[src/rtl/fpu_add_pkg.sv]
// Shared sizes and stage payloads for the floating-point add/sub datapath.
package fpu_add_pkg;

  localparam int unsigned FractionSize = 23;
  localparam int unsigned MantissaSize = FractionSize + 1;
  localparam int unsigned RoundingSize = MantissaSize + 3;
  localparam int unsigned ExponentSize = 8;

  // Adder output carries one extra bit; exponent math carries one extra bit to catch wrap.
  localparam int unsigned SumSize     = RoundingSize + 1;
  localparam int unsigned ExpCalcSize = ExponentSize + 1;
  localparam int unsigned LzcSize     = $clog2(RoundingSize) + 1;

  localparam logic [ExponentSize-1:0] ExponentAllOnes = '1;

  // Register contents after the add sub-stage.
  typedef struct packed {
    logic [SumSize-1:0]      sum;
    logic [ExponentSize-1:0] exponent;
    logic                    eff_sub;
    logic                    sign;
  } s1_payload_t;

  // Register contents after the normalize sub-stage.
  typedef struct packed {
    logic [RoundingSize-1:0] mantissa;
    logic [ExponentSize-1:0] exponent;
    logic                    sign;
    logic                    zero;
    logic                    overflow;
    logic                    underflow;
  } s2_payload_t;

endpackage

[src/rtl/fp_add_normalize_stage_lzc.sv]
// Combinational leading-zero counter; an all-zero input reports Width.
module LeadingZeroCounter #(
  parameter int unsigned Width = 27
) (
  input  logic [Width-1:0]       value,
  output logic [$clog2(Width):0] count
);

  localparam int unsigned CountW = $clog2(Width) + 1;

  // Scan upward so the highest set bit determines the count.
  always_comb begin
    count = CountW'(Width);
    for (int unsigned i = 0; i < Width; i++) begin
      if (value[i]) count = CountW'(Width - 1 - i);
    end
  end

endmodule

[src/rtl/fp_add_normalize_stage.sv]
// Add/normalize stage of the FP add/sub pipeline: mantissa add, then normalize
// and exponent adjust, as two registered sub-stages under valid/ready.
// Optional feature macro: FP_UNDERFLOW_FLUSH_EN (flush results whose exponent
// would reach zero or below, raising Underflow); otherwise such results become
// denormals with exponent 0 and Underflow stays 0.
module fp_add_normalize_stage
  import fpu_add_pkg::*;
(
  input  logic                    Clk,
  input  logic                    Reset,
  input  logic                    InValid,
  output logic                    InReady,
  input  logic [RoundingSize-1:0] Adder1,
  input  logic [RoundingSize-1:0] Adder2,
  input  logic [ExponentSize-1:0] ExponentBase,
  input  logic                    EffOperation,
  input  logic                    ResultSign,
  output logic                    OutValid,
  input  logic                    OutReady,
  output logic [RoundingSize-1:0] NormMantissa,
  output logic [ExponentSize-1:0] NormExponent,
  output logic                    OutSign,
  output logic                    Zero,
  output logic                    Overflow,
  output logic                    Underflow
);

  logic        s1_valid;
  logic        s2_valid;
  logic        s2_advance_c;
  s1_payload_t s1_q;
  s2_payload_t s2_q;
  s2_payload_t s2_c;

  logic [SumSize-1:0]      sum_c;
  logic [RoundingSize-1:0] low_c;
  logic [LzcSize-1:0]      lz_c;
  logic [ExpCalcSize-1:0]  base_c;
  logic [ExpCalcSize-1:0]  exp_c;
  logic [RoundingSize-1:0] mant_c;
`ifndef FP_UNDERFLOW_FLUSH_EN
  logic [ExponentSize-1:0] shift_c;
`endif

  // S2 moves when empty or drained; S1 moves when empty or S2 moves.
  assign s2_advance_c = !s2_valid | OutReady;
  assign InReady      = !s1_valid | s2_advance_c;

  assign sum_c = SumSize'(Adder1) + SumSize'(Adder2) + SumSize'(EffOperation);

  assign low_c  = s1_q.sum[RoundingSize-1:0];
  assign base_c = {1'b0, s1_q.exponent};

  LeadingZeroCounter #(.Width(RoundingSize)) u_lzc (
    .value (low_c),
    .count (lz_c)
  );

  // Normalize the registered sum and derive the adjusted exponent and flags.
  always_comb begin
    s2_c      = '0;
    exp_c     = '0;
    mant_c    = '0;
`ifndef FP_UNDERFLOW_FLUSH_EN
    shift_c   = '0;
`endif
    s2_c.sign = s1_q.sign;
    if (!s1_q.eff_sub) begin
      if (s1_q.sum[RoundingSize]) begin
        // Carry out: shift right one, folding the dropped bit into sticky.
        mant_c = {s1_q.sum[SumSize-1:2], s1_q.sum[1] | s1_q.sum[0]};
        exp_c  = base_c + ExpCalcSize'(1);
      end else begin
        mant_c = low_c;
        exp_c  = base_c;
      end
      if (s1_q.sum == '0) begin
        s2_c.zero = 1'b1;
      end else if (exp_c >= ExpCalcSize'(ExponentAllOnes)) begin
        s2_c.overflow = 1'b1;
        s2_c.exponent = ExponentAllOnes;
      end else begin
        s2_c.mantissa = mant_c;
        s2_c.exponent = exp_c[ExponentSize-1:0];
      end
    end else begin
      // Subtraction: the carry bit is discarded and the result left-justified.
      exp_c = base_c - ExpCalcSize'(lz_c);
      if (low_c == '0) begin
        s2_c.zero = 1'b1;
      end else if (ExpCalcSize'(lz_c) >= base_c) begin
`ifdef FP_UNDERFLOW_FLUSH_EN
        s2_c.underflow = 1'b1;
`else
        shift_c       = (s1_q.exponent == '0) ? '0 : s1_q.exponent - 1'b1;
        s2_c.mantissa = low_c << shift_c;
`endif
      end else if (exp_c >= ExpCalcSize'(ExponentAllOnes)) begin
        s2_c.overflow = 1'b1;
        s2_c.exponent = ExponentAllOnes;
      end else begin
        s2_c.mantissa = low_c << lz_c;
        s2_c.exponent = exp_c[ExponentSize-1:0];
      end
    end
  end

  // Add sub-stage register.
  always_ff @(posedge Clk or posedge Reset) begin
    if (Reset) begin
      s1_valid <= 1'b0;
      s1_q     <= '0;
    end else if (InReady) begin
      s1_valid <= InValid;
      if (InValid) s1_q <= '{sum: sum_c, exponent: ExponentBase,
                             eff_sub: EffOperation, sign: ResultSign};
    end
  end

  // Normalize sub-stage register; holds its contents while stalled.
  always_ff @(posedge Clk or posedge Reset) begin
    if (Reset) begin
      s2_valid <= 1'b0;
      s2_q     <= '0;
    end else if (s2_advance_c) begin
      s2_valid <= s1_valid;
      if (s1_valid) s2_q <= s2_c;
    end
  end

  assign OutValid     = s2_valid;
  assign NormMantissa = s2_q.mantissa;
  assign NormExponent = s2_q.exponent;
  assign OutSign      = s2_q.sign;
  assign Zero         = s2_q.zero;
  assign Overflow     = s2_q.overflow;
  assign Underflow    = s2_q.underflow;

endmodule
[config.mk]
export PLATFORM = sky130hd
export DESIGN_NAME = fp_add_normalize_stage
export DESIGN_NICKNAME = d
export VERILOG_FILES = /design/src/rtl/fpu_add_pkg.sv /design/src/rtl/fp_add_normalize_stage_lzc.sv /design/src/rtl/fp_add_normalize_stage.sv
export SDC_FILE = /design/constraint.sdc
export NUM_CORES = 1
export LEC_CHECK = 0
export CAP_MARGIN = 10
export CORE_MARGIN = 4
export CORE_UTILIZATION = 57
export DETAILED_ROUTE_END_ITERATION = 16
export DONT_BUFFER_PORTS = 1
export PLACE_DENSITY_LB_ADDON = 0.1
export SLEW_MARGIN = 20
export SYNTH_ARGS = -nofsm -noshare
export SYNTH_HDL_FRONTEND = slang
export SYNTH_SLANG_ARGS = --single-unit
[constraint.sdc]
create_clock -name Clk -period 5.1 [get_ports Clk]
set_input_delay 1.275 -clock Clk [delete_from_list [all_inputs] [get_ports Clk]]
set_output_delay 1.275 -clock Clk [all_outputs]
set_load 0.02 [all_outputs]
---- Word-level counts from Yosys, hierarchy flattened ----
Index checks and enable logic that the tools add are counted.
word-level totals
  flip-flop bits (word level) ............. 78
  word-level logic and storage cells ...... 79
cells by class
  add/sub/neg operators ................... 5
  order comparisons ....................... 3
  shifts and indexed selects .............. 2
  multiplexer cells ....................... 48
  bitwise operators ....................... 3
  reduce and logical (&&, ||, !) cells .... 7
operators with widths
  operator                                                                number
  27-bit 2-to-1 mux                                                       4
  35-bit 2-to-1 mux                                                       3
  5-bit 2-to-1 mux                                                        16
  4-bit 2-to-1 mux                                                        8
  8-bit 2-to-1 mux                                                        4
  27-bit by 27-bit adder with 28-bit output                               1
  28-bit by 1-bit adder with 28-bit output                                1
  28-bit zero test                                                        1
  27-bit zero test                                                        1
  27-bit by 6-bit left shift with 27-bit output                           1
  27-bit by 8-bit left shift with 27-bit output                           1
  9-bit by 8-bit >= comparator with 1-bit output (second input constant)  2
  9-bit 2-to-1 mux                                                        2
  8-bit by 1-bit adder with 9-bit output (second input constant)          1
  8-bit by 6-bit subtractor with 9-bit output                             1
  6-bit by 8-bit >= comparator with 1-bit output                          1
  8-bit zero test                                                         1
  1-bit 2-to-1 mux                                                        8
  8-bit by 1-bit subtractor with 8-bit output (second input constant)     1
  2-bit 2-to-1 mux                                                        3
  2-bit AND reduction                                                     2
  1-bit OR                                                                3
  1-bit zero test                                                         2

---- Longest topological paths before layout ----
Gate-level depths: netlist of the first run.
  depth in word-level cells ............... 33
  depth in mapped cells ................... 23

---- Cells and area by module ----
Synthesis of the first run repeated with hierarchy kept, for this count alone.
unflattened totals
  cells, all modules ...................... 1189
  area total of the unflattened synthesis .. 9111.2 sq um
by module, submodules not included
  module                  instances  cells each  area an instance (sq um)  sequential area each (sq um)
  fp_add_normalize_stage  1          1136        8822.2                    1951.9
  LeadingZeroCounter      1          53          289.0                     0.0

---- Least setup slack after synthesis of the first run ----
OpenSTA, ideal clock, no wires.
  path kind ............................... register to register
  from .................................... register s1_q (netlist bit low_c[0])
  to ...................................... register s2_q (netlist bit NormMantissa[21])
  data arrival time ....................... 4104 ps
  data required time ...................... 4972 ps
  setup slack ............................. 868 ps
  cell stages (with the launch flop) ...... 23
  path buffers ............................ 4
  cell sequence ........................... dfrtp_1 clkbuf_1 nand2b_1 a221oi_1 o41ai_1 o21ai_0 a311o_1 inv_1 buf_1 ha_1 inv_1 fa_1 a21o_1 a21oi_1 xnor2_1 nand3_1 o31a_1 buf_2 and2_1 clkbuf_1 and3_1 a31oi_1 a31oi_1
between the ends
  word-level cells in the longest chain between the ends .. 33
  elaborated cells between the ends (all ways) .. 39
ends and longest elaborated chain
  item                                            RTL line                          RTL
  from (decl)                                     fp_add_normalize_stage.sv:31      s1_payload_t s1_q;
  from (signal assigned)                          fp_add_normalize_stage.sv:115     if (InValid) s1_q <= '{sum: sum_c, exponent: ExponentBase,
  1-bit 2-to-1 mux                                fp_add_normalize_stage_lzc.sv:15  if (value[i]) count = CountW'(Width - 1 - i);
  2-bit 2-to-1 mux (2 in series)                  fp_add_normalize_stage_lzc.sv:15
  4-bit 2-to-1 mux (8 in series)                  fp_add_normalize_stage_lzc.sv:15
  5-bit 2-to-1 mux (16 in series)                 fp_add_normalize_stage_lzc.sv:15
  8-bit by 6-bit subtractor with 9-bit output     fp_add_normalize_stage.sv:88      exp_c = base_c - ExpCalcSize'(lz_c);
  9-bit by 8-bit >= comparator with 1-bit output  fp_add_normalize_stage.sv:98      end else if (exp_c >= ExpCalcSize'(ExponentAllOnes)) begin
  27-bit 2-to-1 mux                               fp_add_normalize_stage.sv:98
  27-bit 2-to-1 mux                               fp_add_normalize_stage.sv:91      end else if (ExpCalcSize'(lz_c) >= base_c) begin
  35-bit 2-to-1 mux                               fp_add_normalize_stage.sv:89      if (low_c == '0) begin
  35-bit 2-to-1 mux (*)                           fp_add_normalize_stage.sv:68      if (!s1_q.eff_sub) begin
  to (signal assigned)                            fp_add_normalize_stage.sv:124     s2_q <= '0;
  to (signal assigned)                            fp_add_normalize_stage.sv:127     if (s1_valid) s2_q <= s2_c;
  to (decl)                                       fp_add_normalize_stage.sv:32      s2_payload_t s2_q;
Mark *: on every way between the ends. The rest lies on a longest branch, timed or not.
A chain may end at the register's enable or synchronous reset.

---- Worst setup path after layout of the first run ----
  from .................................... register s1_q (netlist bit low_c[26])
  to ...................................... register s2_q (netlist bit NormMantissa[18])
between the ends
  word-level cells in the longest chain between the ends .. 7
  elaborated cells between the ends (all ways) .. 13
ends and longest elaborated chain
  item                                            RTL line
  5-bit 2-to-1 mux                                fp_add_normalize_stage_lzc.sv:15
  8-bit by 6-bit subtractor with 9-bit output     fp_add_normalize_stage.sv:88
  9-bit by 8-bit >= comparator with 1-bit output  fp_add_normalize_stage.sv:98
  27-bit 2-to-1 mux                               fp_add_normalize_stage.sv:98
  27-bit 2-to-1 mux                               fp_add_normalize_stage.sv:91
  35-bit 2-to-1 mux                               fp_add_normalize_stage.sv:89
  35-bit 2-to-1 mux (*)                           fp_add_normalize_stage.sv:68
Marks and branches as above.

==> results of run 1 <==
## where the power goes
| part | switching [mW] | leakage (nW) | internal (mW) |
|---|---|---|---|
| Sequential | 0.460 | 0.932 | 0.801 |
| Clock | 0.299 | 0.144 | 0.341 |
| Combinational | 1.68 | 2.81 | 0.962 |
| Total | 2.44 | 3.89 | 2.10 |
## cell usage in the layout, fill, tap and decap left out, types with 10 or more instances in the layout
cell type	netlist	final
nand2_1	127	126
o21ai_0	101	101
nor2_1	95	95
a21oi_1	89	87
dfrtp_1	78	77
mux2i_1	65	65
buf_4	9	51
a211oi_1	40	40
nand3_1	37	37
ha_1	35	35
nor3_1	33	33
a31oi_1	27	27
inv_1	27	26
xor2_1	21	21
nor2b_1	20	20
mux2_2	18	18
o31ai_1	16	16
nand2b_1	16	16
and3_1	15	15
o21a_1	14	14
o22ai_1	14	14
or3_1	11	11
o211ai_1	11	11
o22a_1	11	11
xnor2_1	10	10
and2_1	10	10
## registers in the layout, summed over array words and instances, names as in the netlist
name          cells
low_c            27
Zero              1
Overflow          1
NormMantissa     27
base_c            8
s1_valid          1
OutValid          1
NormExponent      8
OutSign           1
s1_q              3
## stage by stage
stage | util (%) | cells
3_5_place_dp | 60.07 | 1362
6_report | 61.95 | 1378
3_3_place_gp | 60.07 | 1362
2_1_floorplan | - | 1204
5_1_grt | 61.95 | 1378
4_1_cts | 61.92 | 1378
## final timing paths
path	endpoint	startpoint	slack (ps)	cells after the start
max	NormMantissa[18]$_DFFE_PP0P_	low_c[26]$_DFFE_PP0P_	500	16
min	OutValid$_DFFE_PP0P_	s1_valid$_DFFE_PP0N_	560	1
max reg2reg	NormMantissa[18]$_DFFE_PP0P_	low_c[26]$_DFFE_PP0P_	500	16
min reg2reg	OutValid$_DFFE_PP0P_	s1_valid$_DFFE_PP0N_	560	1
max in group asynchronous	NormMantissa[9]$_DFFE_PP0P_	Reset	3280	2
min in group asynchronous	s1_q[1]$_DFFE_PP0P_	Reset	840	1
## area by class of cell
cell class | count | area share (%)
repair buffers | 51 | 4.020
well taps | 211 | 2.772
multi-input cells | 992 | 68.51
inverters | 30 | 1.196
clock buffers | 9 | 2.365
flip-flops and latches | 78 | 20.51
clock inverters | 7 | 0.6307
## critical path: cells and delay by family (launching register included)
family	cells	cell delay, ps
compound gates	7	2180
xor+xnor	1	120
fa+ha+maj	1	470
buf+inv	3	490
flops	1	590
simple gates	4	670
## metal layers
metal | up-vias | track usage, %
li1 | 4392 | -
met4 | 2 | 16.69
met3 | 125 | 8.815
met5 | - | 0
met1 | 4534 | 50.18
met2 | 693 | 55.84
## cell families after synthesis
logic type,count (synthesis),synth area share (%)
flip-flops,78,21.57
multiplexers,86,10.18
other,1,0.04144
XOR/XNOR,31,3.001
AO/OA/AOI/OAI,423,30.86
AND/OR/NAND/NOR,413,22.35
adder cells (fa/ha/maj),38,5.503
buffers and inverters,134,6.499
==> flow_summary.json, run 1 <==
{
  "clk_latency_ps": 360,
  "synth_area_per_cell_sq_um": 7.516,
  "finalHoldViolations": 0,
  "fin_worst_skew_ps": 10.39,
  "final_nets": 1268,
  "ys.flop_type": "dfrtp_1",
  "cts_hold_buf": 0,
  "slew_headroom_pct": 44.59,
  "nFillCells": 1449,
  "fp.dieH_um": 134.0,
  "track_usage_pct": 36.94,
  "worstSetupStartpointType": "flip-flop",
  "grt_max_degree": 67,
  "yosysTopAreaCell": "dfrtp_1",
  "numPortBuffers": 0,
  "synthesis.nets": 1310,
  "cap_violations": 0,
  "area_growth_pct": 5.241,
  "viasPerCell": 7.073,
  "total_leakage_power_nw": 3.887,
  "synth.distinct_cells": 91,
  "cpPeakStageDelay_ps": 590,
  "crit_chain": "nor2_1 -> a21boi_0 -> nor2_1 -> nand2_1 -> inv_2 -> buf_4 -> fa_1 -> a21o_1 -> a21oi_1 -> xnor2_1 -> nand3_1 -> o31a_1 -> o221ai_1 -> a2111oi_0 -> buf_4 -> a211o_1",
  "status": "finished, final reports clean",
  "cts_root_buffer": "clkbuf_16",
  "synth_common_cells": "127 x nand2_1, 101 x o21ai_0, 95 x nor2_1",
  "ys_top_cells_by_area": "dfrtp_1 22%, mux2i_1 7.2%, o21ai_0 5.6%, nand2_1 5.3%, a21oi_1 4.9%",
  "n_antenna_cell": 0,
  "place_ws_ps": 684.9,
  "async_reset_ff_share_pct": 100.0,
  "yosysMostFrequentCell": "nand2_1",
  "ctsResizeCount": 0,
  "wire_per_inst_um": 24.28,
  "fin_tns_setup_ps": 0,
  "report.final.slew_viol_count": 0,
  "hpwl_um": 25280,
  "synth_area_sq_um": 9049,
  "overflow": 0,
  "yosysWarnings": 0,
  "antenna_found_initial": 0,
  "clk_pin_slew_worst_paths_ps": 70,
  "cts_tree": "built",
  "wl_met3_um": 3778,
  "synth_edf_count": 0,
  "vias": 9746,
  "core_sq_um": 15370,
  "grt_pass1_wl_um": 52260,
  "slowest_stage": "dfrtp_1",
  "placed_area_sq_um": 9233,
  "ios": 109,
  "post-route-period-util_pct": 90.28,
  "ys_seq_area_share_pct": 21.57,
  "die_w_um": 134.0,
  "hold_class": "flip-flop to flip-flop",
  "cts_buffers": 9,
  "worstPathMaxFanout": 17,
  "wl_met2_um": 14240,
  "fmax_ghz": 0.2172,
  "rsz0062_at_grt": "false",
  "wl_met1_um": 13720,
  "post-synth-top-area-fraction_pct": 21.57,
  "synth_seq_cells": 78,
  "fin_ws_ps": 495.9,
  "cp.required_ps": 5400,
  "globalplace.congestion": 1.076,
  "first_iter_violations": 1576,
  "end_kind": "flip-flop",
  "htree_levels": 3,
  "drc_errors": 0,
  "fp-row-count": 45,
  "final-setup-viol-count": 0,
  "worst_ep_arrival_time_ps": 4900,
  "ant_nets": 0,
  "clkSinkCount": 78,
  "clockBufferDepth": 2,
  "cts_setup_buffers": 0,
  "drtPass1Iterations": 8,
  "postRouteWirelength_um": 33450,
  "drive_gt1_share_pct": 10.37,
  "ff_latch_area_sq_um": 1953,
  "routed.top_layer": "met5",
  "hold_ws_ps": 557.9,
  "critPathKind": "flip-flop to flip-flop",
  "grt_pass1_vias": 9055,
  "multi_input_area_sq_um": 6524,
  "max_slew.worst_pin.slew_ps": 810.3,
  "stdcell_area_sq_um": 9523,
  "floorplan.initialDensity_pct": 58.87,
  "die_area_sq_um": 17950,
  "ir_drop_uv": 209.5,
  "power.total_mw": 4.545,
  "synth_cells": 1204,
  "fin_crit_ps": 4604,
  "cellPowerDensity_nw_per_um2": 477.3
}
Note: power is estimated with default switching activity, not from simulation.
==> inputs of run 2 (changes only) <==
CTS_CLUSTER_DIAMETER = 60   (was default)
clock period = 4.5 ns   (was 5.1 ns; I/O delays follow)
==> flow_summary.json, run 2 (same netlist as run 1, synthesis figures left out) <==
{
  "grt_pass1_wl_um": 52460,
  "clockBufferDepth": 2,
  "overflow": 0,
  "cellPowerDensity_nw_per_um2": 545.2,
  "fp-row-count": 45,
  "report.final.slew_viol_count": 0,
  "critPathKind": "flip-flop to flip-flop",
  "viasPerCell": 6.974,
  "max_slew.worst_pin.slew_ps": 994.5,
  "layout_common_cells": "126 x nand2_1, 101 x o21ai_0, 95 x nor2_1",
  "n_antenna_cell": 0,
  "cts_buffers": 9,
  "globalplace.congestion": 1.104,
  "drc_errors": 0,
  "slew_headroom_pct": 33.70,
  "rr_worst_depth": 16,
  "ios": 109,
  "stdcell_area_sq_um": 9752,
  "end_kind": "flip-flop",
  "vias": 9777,
  "cp.required_ps": 4750,
  "area_growth_pct": 7.771,
  "place_inst": 1386,
  "postRouteWirelength_um": 33630,
  "cts_root_buffer": "clkbuf_16",
  "hold_ws_ps": 514.9,
  "track_usage_pct": 37.19,
  "post-route-period-util_pct": 95.48,
  "final_nets": 1292,
  "cts_tree": "built",
  "cap_violations": 0,
  "fin_cells": 1402,
  "clockPowerShare_pct": 15.7,
  "hold_class": "flip-flop to flip-flop",
  "core_sq_um": 15370,
  "grt_max_degree": 51,
  "min_from": "low_c[11]$_DFFE_PP0P_",
  "htree_levels": 3,
  "floorplan.initialDensity_pct": 58.87,
  "slowest_stage": "dfrtp_1",
  "status": "finished, final reports clean",
  "ant_nets": 0,
  "crit_chain": "nor4_2 -> o21ai_0 -> a311o_1 -> inv_1 -> ha_1 -> inv_1 -> fa_1 -> a21o_1 -> a21oi_1 -> xnor2_1 -> nand3_1 -> o31a_1 -> and2_1 -> and3_1 -> a31oi_1 -> a31oi_1",
  "rrSetupSlack_ps": 200,
  "worstPathMaxFanout": 13,
  "clk_latency_ps": 370,
  "numPortBuffers": 0,
  "layout_commonest_cell": "nand2_1",
  "wire_per_inst_um": 23.98,
  "whs_path_depth": 2,
  "combPwrFrac_pct": 58.6,
  "p_sw_mw": 2.762,
  "rsz0062_at_grt": "false",
  "worst_ep_arrival_time_ps": 4540,
  "cts_hold_buf": 0,
  "worstSetupStartpointType": "flip-flop",
  "clkSinkCount": 78,
  "switching_share_pct": 51.96,
  "fin_util_pct": 63.44,
  "fin_worst_skew_ps": 9.473,
  "ir_drop_uv": 262.5,
  "die_area_sq_um": 17950,
  "final-setup-viol-count": 0,
  "fmax_ghz": 0.2327,
  "hpwl_um": 25930,
  "antenna_found_initial": 0,
  "intPower_mw": 2.554,
  "placed_area_sq_um": 9413,
  "r2r-end": "NormMantissa[21]$_DFFE_PP0P_",
  "drive_gt1_share_pct": 12.26,
  "pwr-share-seq_pct": 25.8,
  "reg2reg_from": "low_c[18]$_DFFE_PP0P_",
  "clk_pin_slew_worst_paths_ps": 60,
  "die_w_um": 134.0,
  "total_leakage_power_nw": 4.015,
  "drtPass1Iterations": 6,
  "min_to": "low_c[11]$_DFFE_PP0P_",
  "fp.dieH_um": 134.0,
  "fin_crit_ps": 4297,
  "first_iter_violations": 1330,
  "finalHoldViolations": 0,
  "fin_tns_setup_ps": 0,
  "grt_pass1_vias": 9061,
  "cpPeakStageDelay_ps": 560
}
## run 2: cell count changes in the layout (fill, tap and decap cells not counted), sizes merged
cell and delta:
inv -4, bufinv +2, clkinv -1, clkinvlp +2, clkbuf +1, buf +24
## run 2: layout make-up
| cell class | instances | area [sq um] |
|---|---|---|
| clock buffer | 10 | 239.0 |
| multi-input combinational | 992 | 6526 |
| sequential | 78 | 1953 |
| fill | 1401 | 5619 |
| tap | 211 | 264.0 |
| clock inverter | 6 | 92.59 |
| timing repair buffer | 75 | 563.0 |
| inverter | 30 | 113.9 |
## run 2: per-layer routing
| layer | GRT usage (%) | vias up | wire length, um |
|---|---|---|---|
| met5 | 0 | - | 0 |
| met4 | 16.51 | 0 | 1873 |
| met3 | 9.002 | 128 | 3739 |
| met2 | 55.84 | 647 | 14520 |
| met1 | 50.89 | 4563 | 13500 |
| li1 | - | 4439 | - |
## run 2: worst max path at each step
stage	startpoint	to	slack, ps	cells after the start
2_1_floorplan	low_c[0]$_DFFE_PP0P_	NormMantissa[21]$_DFFE_PP0P_	270	22
3_3_place_gp	low_c[18]$_DFFE_PP0P_	NormMantissa[21]$_DFFE_PP0P_	230	16
3_5_place_dp	low_c[18]$_DFFE_PP0P_	NormMantissa[21]$_DFFE_PP0P_	190	16
4_1_cts	low_c[18]$_DFFE_PP0P_	NormMantissa[25]$_DFFE_PP0P_	170	16
5_1_grt	low_c[4]$_DFFE_PP0P_	NormMantissa[5]$_DFFE_PP0P_	60	20
6_report	low_c[18]$_DFFE_PP0P_	NormMantissa[21]$_DFFE_PP0P_	200	16
## run 2: power groups by stage
stage / clock, mW / combinational, mW / sequential (mW)
after floorplan: 0 / 2.13 / 1.22
after global placement: 0 / 2.97 / 1.38
after detailed placement: 0 / 2.97 / 1.38
after CTS: 0.835 / 2.98 / 1.37
after global routing: 0.864 / 3.30 / 1.40
final: 0.832 / 3.11 / 1.37
## run 2: what timing repair did
item                       CTS  global route
gates resized for setup      0             2
setup endpoints to repair    0             3
buffers inserted             0             0
## run 2: per-stage QoR
stage	setup slack (ps)	power, mW
final	203.2	5.317
after global routing	62.01	5.573
after CTS	173.9	5.190
after detailed placement	190.1	4.351
after global placement	233.0	4.347
after floorplan	267.9	3.356
## run 2: critical path, delay by kind of cell, from the launching register on
| kind | cells | cell delay [ps] |
|---|---|---|
| flops | 1 | 560 |
| simple gates | 4 | 1140 |
| xor+xnor | 1 | 180 |
| fa+ha+maj | 2 | 590 |
| compound gates | 7 | 1590 |
| buf+inv | 2 | 130 |
==> inputs of run 3 (changes only) <==
PLACE_DENSITY = 0.72   (was default)
PLACE_DENSITY_LB_ADDON = default   (was 0.1)
SLEW_MARGIN = 15   (was 20)
==> flow_summary.json, run 3 (same netlist as run 1, synthesis figures left out) <==
{
  "viasPerCell": 6.999,
  "wl_met3_um": 3656,
  "area_growth_pct": 7.674,
  "clockBufferDepth": 2,
  "final_nets": 1291,
  "power.total_mw": 5.314,
  "layout_common_cells": "126 x nand2_1, 101 x o21ai_0, 95 x nor2_1",
  "rsz0062_at_grt": "false",
  "end_kind": "flip-flop",
  "worstSetupStartpointType": "flip-flop",
  "grt_max_degree": 53,
  "cts_buffers": 9,
  "stdcell_area_sq_um": 9743,
  "fin_tns_setup_ps": 0,
  "floorplan.initialDensity_pct": 58.87,
  "postRouteWirelength_um": 33000,
  "cpPeakStageDelay_ps": 630,
  "crit_chain": "nor4_1 -> o21ai_0 -> a311o_1 -> inv_1 -> ha_1 -> inv_1 -> fa_1 -> a21o_1 -> a21oi_1 -> xnor2_1 -> nand3_1 -> o31a_1 -> buf_4 -> nand2_1 -> a211oi_1 -> o41a_1",
  "cts_root_buffer": "clkbuf_16",
  "first_iter_violations": 1488,
  "finalHoldViolations": 0,
  "die_w_um": 134.0,
  "clkSinkCount": 78,
  "min_from": "low_c[5]$_DFFE_PP0P_",
  "grt_pass1_wl_um": 50690,
  "whs_path_depth": 2,
  "layout_commonest_cell": "nand2_1",
  "rr_worst_depth": 16,
  "multi_input_area_sq_um": 6524,
  "reg2reg_from": "low_c[16]$_DFFE_PP0P_",
  "cap_violations": 0,
  "core_sq_um": 15370,
  "drive_gt1_share_pct": 12.27,
  "antenna_found_initial": 0,
  "htree_levels": 3,
  "clk_latency_ps": 360,
  "placed_area_sq_um": 9405,
  "final-setup-viol-count": 0,
  "hold_class": "flip-flop to flip-flop",
  "fp-row-count": 45,
  "ir_drop_uv": 241.7,
  "slew_headroom_pct": 40.44,
  "vias": 9805,
  "critPathKind": "flip-flop to flip-flop",
  "die_area_sq_um": 17950,
  "numPortBuffers": 0,
  "ant_nets": 0,
  "ff_latch_area_sq_um": 1954,
  "crit_family": "compound AO/OA/AOI/OAI gates",
  "cts_hold_buf": 0,
  "cts_tree": "built",
  "n_antenna_cell": 0,
  "status": "finished, final reports clean",
  "routed.top_layer": "met4",
  "ios": 109,
  "clk_pin_slew_worst_paths_ps": 60,
  "nFillCells": 1435,
  "worstPathMaxFanout": 11,
  "grt_pass1_vias": 8916,
  "crit_buf_inv": 3,
  "min_to": "low_c[5]$_DFFE_PP0P_",
  "overflow": 0,
  "ctsResizeCount": 0,
  "post-route-period-util_pct": 98.03,
  "total_leakage_power_nw": 4.009,
  "fmax_ghz": 0.2267,
  "report.final.slew_viol_count": 0,
  "drc_errors": 0,
  "cts_setup_buffers": 0,
  "wire_per_inst_um": 23.55,
  "globalplace.congestion": 1.105,
  "rrSetupSlack_ps": 90,
  "crit_top_cell": "inv_1",
  "drtPass1Iterations": 7,
  "r2r-end": "NormMantissa[25]$_DFFE_PP0P_",
  "fin_worst_skew_ps": 6.987,
  "cp.required_ps": 4740,
  "track_usage_pct": 35.77,
  "cellPowerDensity_nw_per_um2": 545.4,
  "fp.dieH_um": 134.0,
  "max_slew.worst_pin.slew_ps": 889.3,
  "worst_ep_arrival_time_ps": 4650,
  "wl_met1_um": 13380,
  "hpwl_um": 25460,
  "slowest_stage": "nor4_1",
  "wl_met2_um": 14320,
  "fin_crit_ps": 4411
}
run 3: per-stage QoR:
stage / setup slack [ps] / hold slack, ps / utilization [%] / std cells
global route: 26.26 / 572.2 / 63.39 / 1401
floorplan: 267.9 / 433.1 / - / 1204
detailed placement: 268.1 / 518.7 / 61.19 / 1385
finish: 88.82 / 533.0 / 63.39 / 1401
CTS: 241.3 / 532.7 / 63.35 / 1401
global placement: 330.6 / 509.0 / 61.19 / 1385
run 3: worst reg2reg max path: stages, from the launching register on:
cell and delay [ps]:
dfrtp_1 510, nor4_1 630, o21ai_0 190, a311o_1 330
inv_1 120, ha_1 150, inv_1 50, fa_1 410
a21o_1 200, a21oi_1 240, xnor2_1 190, nand3_1 120
o31a_1 350, buf_4 180, nand2_1 170, a211oi_1 90
o41a_1 380
run 3: report_power, final:
part	total [mW]	internal (mW)	switching (mW)
logic	3.16	1.15	2.01
clock network	0.821	0.505	0.316
registers	1.33	0.911	0.422
total	5.31	2.56	2.75
run 3: cell type report:
class                      count  area share, %
clock inverter                 6         0.9503
sequential                    78          20.06
tap                          211          2.710
inverter                      30          1.169
multi-input combinational    992          66.96
timing repair buffer          74          5.702
clock buffer                  10          2.453
run 3: how the worst max path moves through the flow:
stage                           from                           end  depth (start not counted)
2_1_floorplan   low_c[0]$_DFFE_PP0P_  NormMantissa[21]$_DFFE_PP0P_                         22
6_report       low_c[16]$_DFFE_PP0P_  NormMantissa[25]$_DFFE_PP0P_                         16
3_3_place_gp   low_c[15]$_DFFE_PP0P_  NormMantissa[11]$_DFFE_PP0P_                         18
4_1_cts        low_c[15]$_DFFE_PP0P_  NormMantissa[25]$_DFFE_PP0P_                         17
5_1_grt        low_c[16]$_DFFE_PP0P_   NormMantissa[5]$_DFFE_PP0P_                         17
3_5_place_dp   low_c[15]$_DFFE_PP0P_  NormMantissa[25]$_DFFE_PP0P_                         17
run 3: metal layers:
| layer | vias up | GRT usage (%) |
|---|---|---|
| met5 | - | 0 |
| met4 | 0 | 15.94 |
| met3 | 130 | 9.302 |
| met2 | 680 | 54.86 |
| met1 | 4559 | 47.53 |
| li1 | 4436 | - |
